$ cat src/rtl/elevador_pkg.sv
// Shared types and floor codes for the elevator FSM and its call controller.
// Floor code 0 means "no floor"; valid floors are 1..3.
package elevador_pkg;

    typedef logic [1:0] andar_t;

    typedef enum logic [1:0] {
        IDLE  = 2'd0,
        SERVE = 2'd1,
        DOOR  = 2'd2
    } estado_chamada_t;

    localparam andar_t ANDAR_NENHUM = 2'd0;
    localparam andar_t ANDAR1       = 2'd1;
    localparam andar_t ANDAR2       = 2'd2;
    localparam andar_t ANDAR3       = 2'd3;

    // One-hot call-bit mask for a floor code; floor 0 maps to no bit.
    function automatic logic [2:0] andar_mask(input andar_t a);
        logic [2:0] m;
        m = 3'b000;
        case (a)
            ANDAR1:  m = 3'b001;
            ANDAR2:  m = 3'b010;
            ANDAR3:  m = 3'b100;
            default: m = 3'b000;
        endcase
        return m;
    endfunction

endpackage

$ cat src/rtl/seletor_andar.sv
// Combinational SCAN target selection: keeps the current direction while calls remain ahead of the car.
// Only meaningful when at least one call is pending and none is at the current floor.
module seletor_andar
    import elevador_pkg::*;
(
    input  logic [2:0] i_pendente,
    input  andar_t     i_andar,
    input  logic       i_dir_up,
    output andar_t     o_alvo,
    output logic       o_dir_up
);

    andar_t w_acima;
    andar_t w_abaixo;

    always_comb begin
        // Later assignments override earlier ones, so the closest floor wins.
        w_acima = ANDAR_NENHUM;
        if (i_pendente[2] && (i_andar < ANDAR3)) w_acima = ANDAR3;
        if (i_pendente[1] && (i_andar < ANDAR2)) w_acima = ANDAR2;
        if (i_pendente[0] && (i_andar < ANDAR1)) w_acima = ANDAR1;

        w_abaixo = ANDAR_NENHUM;
        if (i_pendente[0] && (i_andar > ANDAR1)) w_abaixo = ANDAR1;
        if (i_pendente[1] && (i_andar > ANDAR2)) w_abaixo = ANDAR2;

        if (i_dir_up && (w_acima != ANDAR_NENHUM)) begin
            o_alvo   = w_acima;
            o_dir_up = 1'b1;
        end else if (w_abaixo != ANDAR_NENHUM) begin
            o_alvo   = w_abaixo;
            o_dir_up = 1'b0;
        end else begin
            o_alvo   = w_acima;
            o_dir_up = 1'b1;
        end
    end

endmodule

$ cat src/rtl/elevador_chamadas.sv
// Floor-call controller: latches hall calls, drives a frozen SCAN target until arrival at rest, then door dwell.
// All outputs registered; macro ELEVADOR_CANCEL_EN adds the cancel input (ignored while the door is open).
module elevador_chamadas
    import elevador_pkg::*;
#(
    parameter int DWELL_CYCLES = 4,
    parameter int NANDARES     = 3
) (
    input  logic                clk_1,
    input  logic                reset,
    input  logic [NANDARES-1:0] btn,
    input  andar_t              andar,
    input  logic                sobe,
    input  logic                desce,
`ifdef ELEVADOR_CANCEL_EN
    input  logic                cancel,
`endif
    output andar_t              ir,
    output logic                req_valid,
    output logic                porta,
    output logic [NANDARES-1:0] pendente
);

    localparam logic [3:0] DWELL_LOAD = 4'(DWELL_CYCLES - 1);

    estado_chamada_t     r_estado;
    estado_chamada_t     w_estado_n;
    andar_t              r_alvo;
    andar_t              w_alvo_n;
    logic                r_dir_up;
    logic                w_dir_up_n;
    logic [3:0]          r_cnt;
    logic [3:0]          w_cnt_n;
    logic [NANDARES-1:0] r_btn_q;
    logic [NANDARES-1:0] r_pendente;
    logic [NANDARES-1:0] w_pend_n;
    logic [NANDARES-1:0] w_rise;
    logic [NANDARES-1:0] w_alvo_mask;
    logic [NANDARES-1:0] w_andar_mask;
    logic                w_cancel;
    logic                w_chegou;
    andar_t              w_sel_alvo;
    logic                w_sel_dir_up;
    andar_t              r_ir;
    logic                r_req_valid;
    logic                r_porta;

    seletor_andar u_seletor (
        .i_pendente (r_pendente),
        .i_andar    (andar),
        .i_dir_up   (r_dir_up),
        .o_alvo     (w_sel_alvo),
        .o_dir_up   (w_sel_dir_up)
    );

    always_comb begin
        w_rise       = btn & ~r_btn_q;
        w_alvo_mask  = andar_mask(r_alvo);
        w_andar_mask = andar_mask(andar);
        w_chegou     = (andar == r_alvo) && !sobe && !desce && (andar != ANDAR_NENHUM);
        w_cancel     = 1'b0;
`ifdef ELEVADOR_CANCEL_EN
        w_cancel     = cancel && (r_estado != DOOR);
`endif
        w_estado_n = r_estado;
        w_alvo_n   = r_alvo;
        w_dir_up_n = r_dir_up;
        w_cnt_n    = r_cnt;
        w_pend_n   = r_pendente | w_rise;

        if (w_cancel) begin
            w_estado_n = IDLE;
            w_pend_n   = (r_pendente | w_rise) & w_andar_mask;
        end else begin
            case (r_estado)
                IDLE: begin
                    if ((r_pendente & w_andar_mask) != '0) begin
                        // Call at the current floor: open directly; a same-cycle press re-latches.
                        w_estado_n = DOOR;
                        w_alvo_n   = andar;
                        w_cnt_n    = DWELL_LOAD;
                        w_pend_n   = (r_pendente & ~w_andar_mask) | w_rise;
                    end else if (r_pendente != '0) begin
                        w_estado_n = SERVE;
                        w_alvo_n   = w_sel_alvo;
                        w_dir_up_n = w_sel_dir_up;
                    end
                end
                SERVE: begin
                    if (w_chegou) begin
                        w_estado_n = DOOR;
                        w_cnt_n    = DWELL_LOAD;
                        w_pend_n   = (r_pendente | w_rise) & ~w_alvo_mask;
                    end
                end
                DOOR: begin
                    // A press on the served floor keeps the door open instead of re-latching.
                    w_pend_n = r_pendente | (w_rise & ~w_alvo_mask);
                    if ((w_rise & w_alvo_mask) != '0) begin
                        w_cnt_n = DWELL_LOAD;
                    end else if (r_cnt == 4'd0) begin
                        w_estado_n = IDLE;
                    end else begin
                        w_cnt_n = r_cnt - 4'd1;
                    end
                end
                default: w_estado_n = IDLE;
            endcase
        end
    end

    always_ff @(posedge clk_1) begin
        if (!reset) begin
            r_estado    <= IDLE;
            r_alvo      <= ANDAR_NENHUM;
            r_dir_up    <= 1'b1;
            r_cnt       <= 4'd0;
            r_btn_q     <= '0;
            r_pendente  <= '0;
            r_ir        <= ANDAR_NENHUM;
            r_req_valid <= 1'b0;
            r_porta     <= 1'b0;
        end else begin
            r_estado    <= w_estado_n;
            r_alvo      <= w_alvo_n;
            r_dir_up    <= w_dir_up_n;
            r_cnt       <= w_cnt_n;
            r_btn_q     <= btn;
            r_pendente  <= w_pend_n;
            r_ir        <= (w_estado_n == IDLE) ? ANDAR_NENHUM : w_alvo_n;
            r_req_valid <= (w_estado_n == SERVE);
            r_porta     <= (w_estado_n == DOOR);
        end
    end

    assign ir        = r_ir;
    assign req_valid = r_req_valid;
    assign porta     = r_porta;
    assign pendente  = r_pendente;

endmodule

$ cat config.mk
export PLATFORM = sky130hd
export DESIGN_NAME = elevador_chamadas
export DESIGN_NICKNAME = d
export VERILOG_FILES = /design/src/rtl/elevador_pkg.sv /design/src/rtl/seletor_andar.sv /design/src/rtl/elevador_chamadas.sv
export SDC_FILE = /design/constraint.sdc
export NUM_CORES = 1
export LEC_CHECK = 0
export ABC_AREA = 1
export CORE_AREA = 2 2 45 64
export DETAILED_ROUTE_END_ITERATION = 10
export DIE_AREA = 0 0 47 66
export GPL_ROUTABILITY_DRIVEN = 1
export PLACE_DENSITY = 0.76
export REMOVE_ABC_BUFFERS = 1
export SETUP_SLACK_MARGIN = 0.3
export SLEW_MARGIN = 0
export SYNTH_ARGS = -nofsm -noshare
export SYNTH_HDL_FRONTEND = slang
export SYNTH_HIERARCHICAL = 1
export SYNTH_SLANG_ARGS = --single-unit
$ cat constraint.sdc
create_clock -name clk_1 -period 1.63 [get_ports clk_1]
set_clock_uncertainty 0.1 [all_clocks]
set_input_delay 0.326 -clock clk_1 [delete_from_list [all_inputs] [get_ports clk_1]]
set_output_delay 0.326 -clock clk_1 [all_outputs]
set_load 0.01 [all_outputs]
== Yosys cells after proc, flatten, opt, wreduce, memory -nomap -nowiden ==
Index checks and enable logic that the tools add are counted.

* Word-level logic and storage cells: 95
* Input bits: 9
* Register bits after elaboration: 19
* Output and inout port bits: 7

* Reductions and logical operators: 24
* $lt $le $gt $ge: 5
* Mux-type cells: 28
* $add $sub $neg: 1
* Eq/ne operators: 14
* Bitwise operators: 14

{| class="wikitable"
|+ Operators by type and width
! operator !! count
|-
| 2-bit two-way mux || 14
|-
| 3-bit one-hot mux with 3 select lines || 3
|-
| 3-bit AND || 6
|-
| 4-bit two-way mux || 4
|-
| 2-bit equality test, second input constant || 6
|-
| 4-bit one-hot mux with 3 select lines || 1
|-
| 3-bit nonzero test || 4
|-
| 1-bit logical AND || 9
|-
| 3-bit NOT || 3
|-
| 3-bit bitwise OR || 3
|-
| 2-bit by 1-bit equality test with 1-bit output, second input constant || 4
|-
| 3-bit two-way mux || 2
|-
| 2-bit one-hot mux with 3 select lines || 1
|-
| 2-bit nonzero test || 3
|-
| 2-bit logical NOT || 2
|-
| 4-bit logical NOT || 1
|-
| 2-bit < comparator, second input constant || 2
|-
| 2-bit != test, second input constant || 2
|-
| 4-bit AND reduction || 1
|-
| 4-bit by 1-bit subtractor with 4-bit output, second input constant || 1
|-
| 1-bit two-way mux || 3
|-
| 3-bit != test, second input constant || 1
|-
| 3-bit AND reduction || 1
|-
| 2-bit equality test || 1
|-
| 6 further kinds || 8
|}

== Logic depth before layout (Yosys ltp) ==
Gate-level depths: netlist (run 1).

* Word-level depth: 11
* Gate-level depth with buffers: 13
* Mapped depth without buffers: 13

== Cells and area by module ==
Netlist (run 1), hierarchy kept.

{| class="wikitable"
|+ By module, submodules not included
! module !! cells each !! sequential area each (um^2) !! instances !! area an instance (um^2)
|-
| elevador_chamadas || 166 || 380.4 || 1 || 1109.8
|-
| seletor_andar || 21 || 0.0 || 1 || 92.6
|}

== Worst setup path after synthesis (run 1) ==
Ideal clock, no wire load.

* Path type: register to register
* From: register r_pendente[1] (netlist: pendente[1])
* To: register r_ir[1] (netlist: ir[1])
* Setup time: 0.070 ns
* Data required time: 1.460 ns
* Setup slack: 0.239 ns
* Period minus slack after synthesis: 1.391 ns
* Buffers on the path: 0
* Arrival: 1.222 ns
* Stages on the path, launching flop included: 13
* Cell sequence: dfxtp_1 nand2_2 nand2_1 nand3_1 nand2_1 nand2_1 nand2_1 nand2_1 o21ai_0 inv_1 nor2_1 nor2_1 a21oi_1

* Cells in the longest elaborated chain, start to end: 9
* Elaborated cells on any way between the ends: 21
* Those cells by class: mux: 11; bitwise: 1; reduce/logical: 9

{| class="wikitable"
|+ Ends and longest elaborated chain
! element !! RTL line !! RTL
|-
| from (decl) || elevador_chamadas.sv:35 || <nowiki>logic [NANDARES-1:0] r_pendente;</nowiki>
|-
| from (signal assigned) || elevador_chamadas.sv:129 || <nowiki>r_pendente <= w_pend_n;</nowiki>
|-
| 1-bit logical AND || seletor_andar.sv:20 || <nowiki>if (i_pendente[1] && (i_andar < ANDAR2)) w_acima = ANDAR2;</nowiki>
|-
| 2-bit two-way mux || seletor_andar.sv:20 ||
|-
| 2-bit two-way mux || seletor_andar.sv:21 || <nowiki>if (i_pendente[0] && (i_andar < ANDAR1)) w_acima = ANDAR1;</nowiki>
|-
| 2-bit nonzero test || seletor_andar.sv:27 || <nowiki>if (i_dir_up && (w_acima != ANDAR_NENHUM)) begin</nowiki>
|-
| 1-bit logical AND || seletor_andar.sv:27 ||
|-
| 2-bit two-way mux * || seletor_andar.sv:27 ||
|-
| net w_sel_alvo[1] || elevador_chamadas.sv:42 || <nowiki>andar_t w_sel_alvo;</nowiki>
|-
| 2-bit two-way mux * || elevador_chamadas.sv:83 || <nowiki>end else if (r_pendente != '0) begin</nowiki>
|-
| 2-bit two-way mux * || elevador_chamadas.sv:77 || <nowiki>if ((r_pendente & w_andar_mask) != '0) begin</nowiki>
|-
| 2-bit two-way mux * || elevador_chamadas.sv:75 || <nowiki>case (r_estado)</nowiki>
|-
| to (signal assigned) || elevador_chamadas.sv:130 || <nowiki>r_ir <= (w_estado_n == IDLE) ? ANDAR_NENHUM : w_alvo_n;</nowiki>
|-
| to (decl) || elevador_chamadas.sv:44 || <nowiki>andar_t r_ir;</nowiki>
|}

The timed path passes the listed nets; every way through them passes the cells marked *.
A chain may end at the register's enable or synchronous reset.

== Worst setup path after layout (run 1) ==
* From: register r_cnt[0]
* To: register r_ir[0] (netlist: ir[0])

* Cells in the longest elaborated chain, start to end: 6

{| class="wikitable"
|+ Ends and longest elaborated chain
! element !! RTL line !! RTL
|-
| from (decl) || elevador_chamadas.sv:32 || <nowiki>logic [3:0] r_cnt;</nowiki>
|-
| from (signal assigned) || elevador_chamadas.sv:127 || <nowiki>r_cnt <= w_cnt_n;</nowiki>
|-
| 4-bit logical NOT || elevador_chamadas.sv:101 || <nowiki>end else if (r_cnt == 4'd0) begin</nowiki>
|-
| 2-bit two-way mux || elevador_chamadas.sv:101 ||
|-
| 2-bit two-way mux || elevador_chamadas.sv:99 || <nowiki>if ((w_rise & w_alvo_mask) != '0) begin</nowiki>
|-
| 2-bit one-hot mux with 3 select lines || elevador_chamadas.sv:75 ||
|-
| 2-bit logical NOT || elevador_chamadas.sv:130 ||
|-
| 2-bit OR reduction (no source line) || n/a ||
|}

No other way between the ends.

==> results of run 1 <==
## critical path, cell delays in order, from the launching register on
cell,delay (ns)
dfxtp_2,0.35
inv_2,0.08
ha_4,0.13
nor3b_4,0.19
nand3_2,0.11
nand2_4,0.13
nand2_8,0.08
nand2_4,0.09
a21oi_2,0.06
## area by class of cell
cell class | instances | area, um2
clock buffer | 3 | 22.5
fill | 231 | 722
inverter | 35 | 139
timing repair buffer | 38 | 317
multi-input combinational | 131 | 873
tap | 36 | 45.0
clock inverter | 1 | 5.00
sequential | 19 | 409
## layout by cell type (no fill, tap or decap), types with 2 or more instances in the layout
cell type        instances
nand2_4                  5
dlymetal6s2s_1           2
buf_4                   19
a21oi_1                  6
o211ai_1                 2
buf_6                    4
clkdlybuf4s15_1          3
buf_2                    4
dfxtp_1                 10
inv_2                   11
o21ai_0                  7
nand2_2                 17
nor3_2                   2
dfxtp_2                  2
a31oi_1                  2
a21oi_2                  3
nor2_4                   6
nand3_1                 11
clkbuf_4                 3
o21ai_1                  2
dlygate4sd2_1            5
inv_1                   22
nand3_2                  7
nor2_2                   9
dfxtp_4                  7
o21ai_2                  2
ha_4                     2
nor2_1                   7
nand2_1                 30
nand4_1                  5
## routing by layer
metal,track usage,share of wire
met1,0.255,0.35
met2,0.445,0.58
met3,0.0246,0.038
met4,0.0938,0.027
met5,0,0
## sequential cells by signal, indices dropped and copies added (netlist names), 2 cells and up
signal,flops
r_cnt,4
pendente,3
r_alvo,2
r_estado,2
ir,2
r_btn_q,3
## per-stage QoR
step	utilization	cell area [um2]
2_1_floorplan	-	1180
3_3_place_gp	0.583	1480
3_5_place_dp	0.583	1480
4_1_cts	0.681	1730
5_1_grt	0.715	1810
6_report	0.715	1810
## logic make-up (layout without fill, tap and decap cells)
| family | count (synthesis) | in the layout |
|---|---|---|
| AOI/OAI and AO/OA | 25 | 25 |
| xor gates and xnor gates | 1 | 1 |
| adders and majority gates | 2 | 2 |
| buffers and inverters | 37 | 77 |
| DFF | 19 | 19 |
| and+or+nand+nor | 103 | 103 |
## synth_stat cells, types with 3 or more instances
library cell   n
nand3_2        3
nor2_2         5
o21ai_0       10
inv_1         29
inv_2          6
nor2_1        16
dfxtp_1       19
a21oi_1        9
nand3_1       15
nand4_1        5
nor3_1         3
nand2_4        3
nand2_2        5
nand2_1       45
## how the worst min path moves through the flow
stage	slack, ns	endpoint	cells after the start	startpoint
floorplan	0.32	r_btn_q[0]$_SDFF_PN0_	2	btn[0]
finish	0.26	r_btn_q[2]$_SDFF_PN0_	3	btn[2]
global route	0.28	r_btn_q[2]$_SDFF_PN0_	3	btn[2]
detailed placement	0.39	r_cnt[1]$_SDFFE_PN0P_	2	r_cnt[1]$_SDFFE_PN0P_
global placement	0.37	r_cnt[1]$_SDFFE_PN0P_	2	r_cnt[1]$_SDFFE_PN0P_
CTS	0.26	r_btn_q[2]$_SDFF_PN0_	3	btn[2]
## power groups by stage
stage / clock, uW / sequential (uW) / combinational [uW]
floorplan: 0 / 638 / 427
global placement: 0 / 643 / 657
finish: 244 / 672 / 937
detailed placement: 0 / 644 / 664
global route: 272 / 680 / 1040
CTS: 252 / 665 / 818
## timing repair
item	4_1_cts	5_1_grt
gates resized for setup	80	34
pin swaps	25	10
setup buffers	9	1
hold buffers	0	0
setup endpoints to repair	23	20
==> results_dict.tcl, run 1 <==
set metrics [dict create \
    p_int_uw 1060 \
    die_area_um2 3100 \
    r2r_end "ir[0]$_SDFF_PP0_" \
    clock_path_buffers 2 \
    synth_top_area_frac 0.316 \
    arrival_ns 1.53 \
    n_antenna_cell 0 \
    synth_xor_area_frac 0.00728 \
    cp-end-kind "register" \
    ff2ff_setup_slack_ns 0.19 \
    p_per_area_nw_per_um2 1020 \
    synthCells 187 \
    cp_data_required_time_ns 1.72 \
    synth_compound_area_frac 0.112 \
    rows 22 \
    total_power_uw 1850 \
    hold_violations 0 \
    fin_crit_sh 0.885 \
    power_frac_clock 0.132 \
    start_kind "register" \
    synthSimpleGateAreaFrac 0.418 \
    yosys-top-cells-area "dfxtp_1 32%, nand2_1 14%, inv_1 9.1%, nand3_1 6.2%, nor2_1 5.0%" \
    cts_buffers 3 \
    synth-edff-count 0 \
    routabilityCongestion 0.899 \
    rsz0062_at_grt "true" \
    grt_pass1_wl_mm 5.38 \
    slew_headroom 0.816 \
    ys_seq_area_frac 0.316 \
    stdcell_count 263 \
    dr.pass1.iters 4 \
    critPathKind "register to register" \
    synth_mux_area_frac 0 \
    htree_levels 1 \
    drt_wl_total_mm 3.43 \
    route.detailed.drc 0 \
    nets 239 \
    clkLatencyLatePin_ns 0.31 \
    overflow 0 \
    setup_ws_ns 0.188 \
    max_freq_mhz 693 \
    synth_ff_type "dfxtp_1" \
    final_layout_size_suffix_gt1_frac 0.480 \
    dpl.cell_count 249 \
    synth_top_family_by_area "simple AND/OR/NAND/NOR gates" \
    place_ws_ns -0.430 \
    status "finished, final reports clean" \
    vias 1345 \
    crit_start "r_cnt[0]$_SDFFE_PN0P_" \
    coreArea_um2 2530 \
    grt_pass1_vias 1271 \
    cts_num_sinks 19 \
    syn_area_um2 1200 \
    pwr-share-seq 0.363 \
    finalMaxSlewViolations 0 \
    power.switching_uw 793 \
    critPathCapture "ir[0]$_SDFF_PP0_" \
    dieHeight_um 66 \
    synth_fa_ha_area_frac 0.0208 \
    cts_root_buf "clkbuf_4" \
    synthArstFlopShare 0 \
    io_buffers 15 \
    peakVddDrop_v 0.000589 \
    whs_ns 0.259 \
    drt-initial-drc-count 44 \
    io_pins 16 \
    crit_path_max_fanout 5 \
    yosysTopAreaCell "dfxtp_1" \
    period_needed_ns 1.44 \
    combPwrFrac 0.506 \
    ys_seq_elements 19 \
    total_leakage_power_uw 0.000910 \
    path_clk_slew_ns 0.12 \
    dp_hpwl_mm 2.16 \
    tightest_slew_ns 0.275 \
    final_antenna_net_count 0 \
    hold_path.class "input pin to register" \
    yosys_warnings 6 \
    setup_tns_ns 0 \
    synth.avg_cell_area_um2 6.43 \
    start_util 0.475 \
    ys_types 24 \
    grt_util_all_layers 0.238 \
    wire_per_inst_um 13.0 \
    vias_per_cell 5.11 \
    worst-r2r-cell-count 8 \
    syn2layout_area_growth_pct 50.6 \
    drv_cap 0 \
    grt_max_degree 12 \
    antenna_found_initial 0 \
    finalSetupViolCount 0 \
    fp.dieW_um 47 \
    cts_tree "yes" \
    r2r_start "r_cnt[0]$_SDFFE_PN0P_" \
    switching_share 0.428 \
]
(Power assumes the default switching activity.)
==> run 2, diff against run 1 <==
--- a/config.mk
+++ b/config.mk
@@ -6,11 +6,13 @@
 export NUM_CORES = 1
 export LEC_CHECK = 0
 export ABC_AREA = 1
-export CORE_AREA = 2 2 45 64
+export CELL_PAD_IN_SITES_DETAIL_PLACEMENT = 1
+export CELL_PAD_IN_SITES_GLOBAL_PLACEMENT = 1
+export CORE_AREA = 2 2 51 72
 export DETAILED_ROUTE_END_ITERATION = 10
-export DIE_AREA = 0 0 47 66
+export DIE_AREA = 0 0 53 74
 export GPL_ROUTABILITY_DRIVEN = 1
-export PLACE_DENSITY = 0.76
+export PLACE_DENSITY = 0.82
 export REMOVE_ABC_BUFFERS = 1
 export SETUP_SLACK_MARGIN = 0.3
 export SLEW_MARGIN = 0
==> run 2 against run 1 <==
Via count is 7.3% higher. Largest cell class unchanged. Die area grew 26%. Critical endpoint is now ir[1]$_SDFF_PP0_. Clock power increased by 39%. Largest power group unchanged.
==> results_dict.tcl, run 2 (same netlist as run 1, synthesis figures left out) <==
set metrics [dict create \
    setup_tns_ns 0 \
    routabilityCongestion 0.814 \
    route.detailed.drc 0 \
    crit_start "pendente[1]$_SDFF_PN0_" \
    total_leakage_power_uw 0.000955 \
    max_freq_mhz 656 \
    io_buffers 15 \
    tightest_slew_ns 0.311 \
    rows 25 \
    period_needed_ns 1.52 \
    clock_path_buffers 2 \
    hold_violations 0 \
    fin_area_um2 1900 \
    htree_levels 1 \
    nets 243 \
    finalSetupViolCount 0 \
    final_common_cell "nand2_1" \
    total_power_uw 2080 \
    hold_path.class "input pin to register" \
    ff2ff_setup_slack_ns 0.11 \
    overflow 0 \
    stdcell_count 271 \
    grt_max_degree 12 \
    cp_data_required_time_ns 1.72 \
    status "finished, final reports clean" \
    start_kind "register" \
    finalMaxSlewViolations 0 \
    r2r_end "ir[1]$_SDFF_PP0_" \
    dpl.cell_count 251 \
    drt_wl_total_mm 4.83 \
    die_area_um2 3920 \
    cp-end-kind "register" \
    dr.pass1.iters 4 \
    critPathCapture "ir[1]$_SDFF_PP0_" \
    largest_register_ffs 4 \
    io_pins 16 \
    drv_cap 0 \
    top_register "r_cnt" \
    fillCellCount 420 \
    vias_per_cell 5.32 \
    cts_buffers 3 \
    grt_util_all_layers 0.241 \
    dp_hpwl_mm 2.98 \
    clkLatencyLatePin_ns 0.26 \
    cts_num_sinks 19 \
    syn2layout_area_growth_pct 57.6 \
    grt_pass1_wl_mm 6.87 \
    drt-initial-drc-count 39 \
    critPathKind "register to register" \
    r2r_start "pendente[1]$_SDFF_PN0_" \
    path_clk_slew_ns 0.08 \
    antenna_found_initial 0 \
    start_util 0.366 \
    crit_path_max_fanout 5 \
    peakVddDrop_v 0.000675 \
    slew_headroom 0.793 \
    fp.dieW_um 53 \
    dieHeight_um 74 \
    final_layout_size_suffix_gt1_frac 0.476 \
    vias 1443 \
    final_antenna_net_count 0 \
    fin_crit_sh 0.936 \
    place_area_um2 1470 \
    wire_per_inst_um 17.8 \
    cts_root_buf "clkbuf_8" \
    final_cell_mix "30 x nand2_1, 24 x buf_4, 23 x inv_1" \
    arrival_ns 1.62 \
    cts_tree "yes" \
    worst-r2r-cell-count 12 \
    coreArea_um2 3280 \
    rsz0062_at_grt "true" \
    grt_pass1_vias 1502 \
    n_antenna_cell 0 \
    whs_ns 0.294 \
    p_per_area_nw_per_um2 1100 \
]
[run 2: metrics by stage]
step                      setup slack [ns]   util
after detailed placement            -0.531  0.446
final                                0.105  0.577
after floorplan                      0.239      -
after global routing                0.0213  0.577
after CTS                            0.215  0.542
after global placement              -0.371  0.446
[run 2: layout make-up]
class	instances	area (um2)	area share
clock inverters	1	5.00	0.00264
clock buffers	3	41.3	0.0218
repair buffers	42	348	0.183
well taps	40	50.0	0.0264
flip-flops and latches	19	409	0.216
multi-input cells	131	898	0.474
inverters	35	144	0.0759
[run 2: critical path: stages, from the launching register on]
cell	delay (ns)
dfxtp_4	0.40
nand2_4	0.07
nand2_4	0.07
nand3_2	0.07
nand2_1	0.10
nand2_1	0.07
nand2_1	0.07
nand2_1	0.07
o21ai_2	0.07
inv_1	0.07
nor2_2	0.11
nor2_2	0.06
a21oi_2	0.12
[run 2: worst min path at each step]
| stage | cells past startpoint | slack (ns) | end | start |
|---|---|---|---|---|
| floorplan | 2 | 0.32 | r_btn_q[0]$_SDFF_PN0_ | btn[0] |
| global placement | 2 | 0.38 | r_cnt[1]$_SDFFE_PN0P_ | r_cnt[1]$_SDFFE_PN0P_ |
| detailed placement | 2 | 0.41 | r_dir_up$_SDFFE_PN1P_ | r_dir_up$_SDFFE_PN1P_ |
| CTS | 3 | 0.29 | r_btn_q[0]$_SDFF_PN0_ | btn[0] |
| global route | 3 | 0.31 | r_btn_q[0]$_SDFF_PN0_ | btn[0] |
| finish | 3 | 0.29 | r_btn_q[0]$_SDFF_PN0_ | btn[0] |
[run 2: power breakdown]
group          switching, uW  total [uW]  internal [uW]  leakage (uW)
clock                    168         338            170     0.0000255
sequential               126         686            560      0.000162
combinational            609        1050            445      0.000768
[run 2: repair_timing]
item,CTS,global route
endpoints found under the setup margin,23,18
hold buffers,0,0
buffers inserted,9,7
pin swaps,27,22
gates resized for setup,99,25
gates cloned,0,0
[run 2: metal layers]
metal,vias up,wire [um],track usage,share of wire
li1,686,-,-,-
met1,714,1680,0.223,0.35
met2,29,2910,0.490,0.60
met3,14,91,0.0241,0.019
met4,0,144,0.125,0.030
met5,-,0,0,0
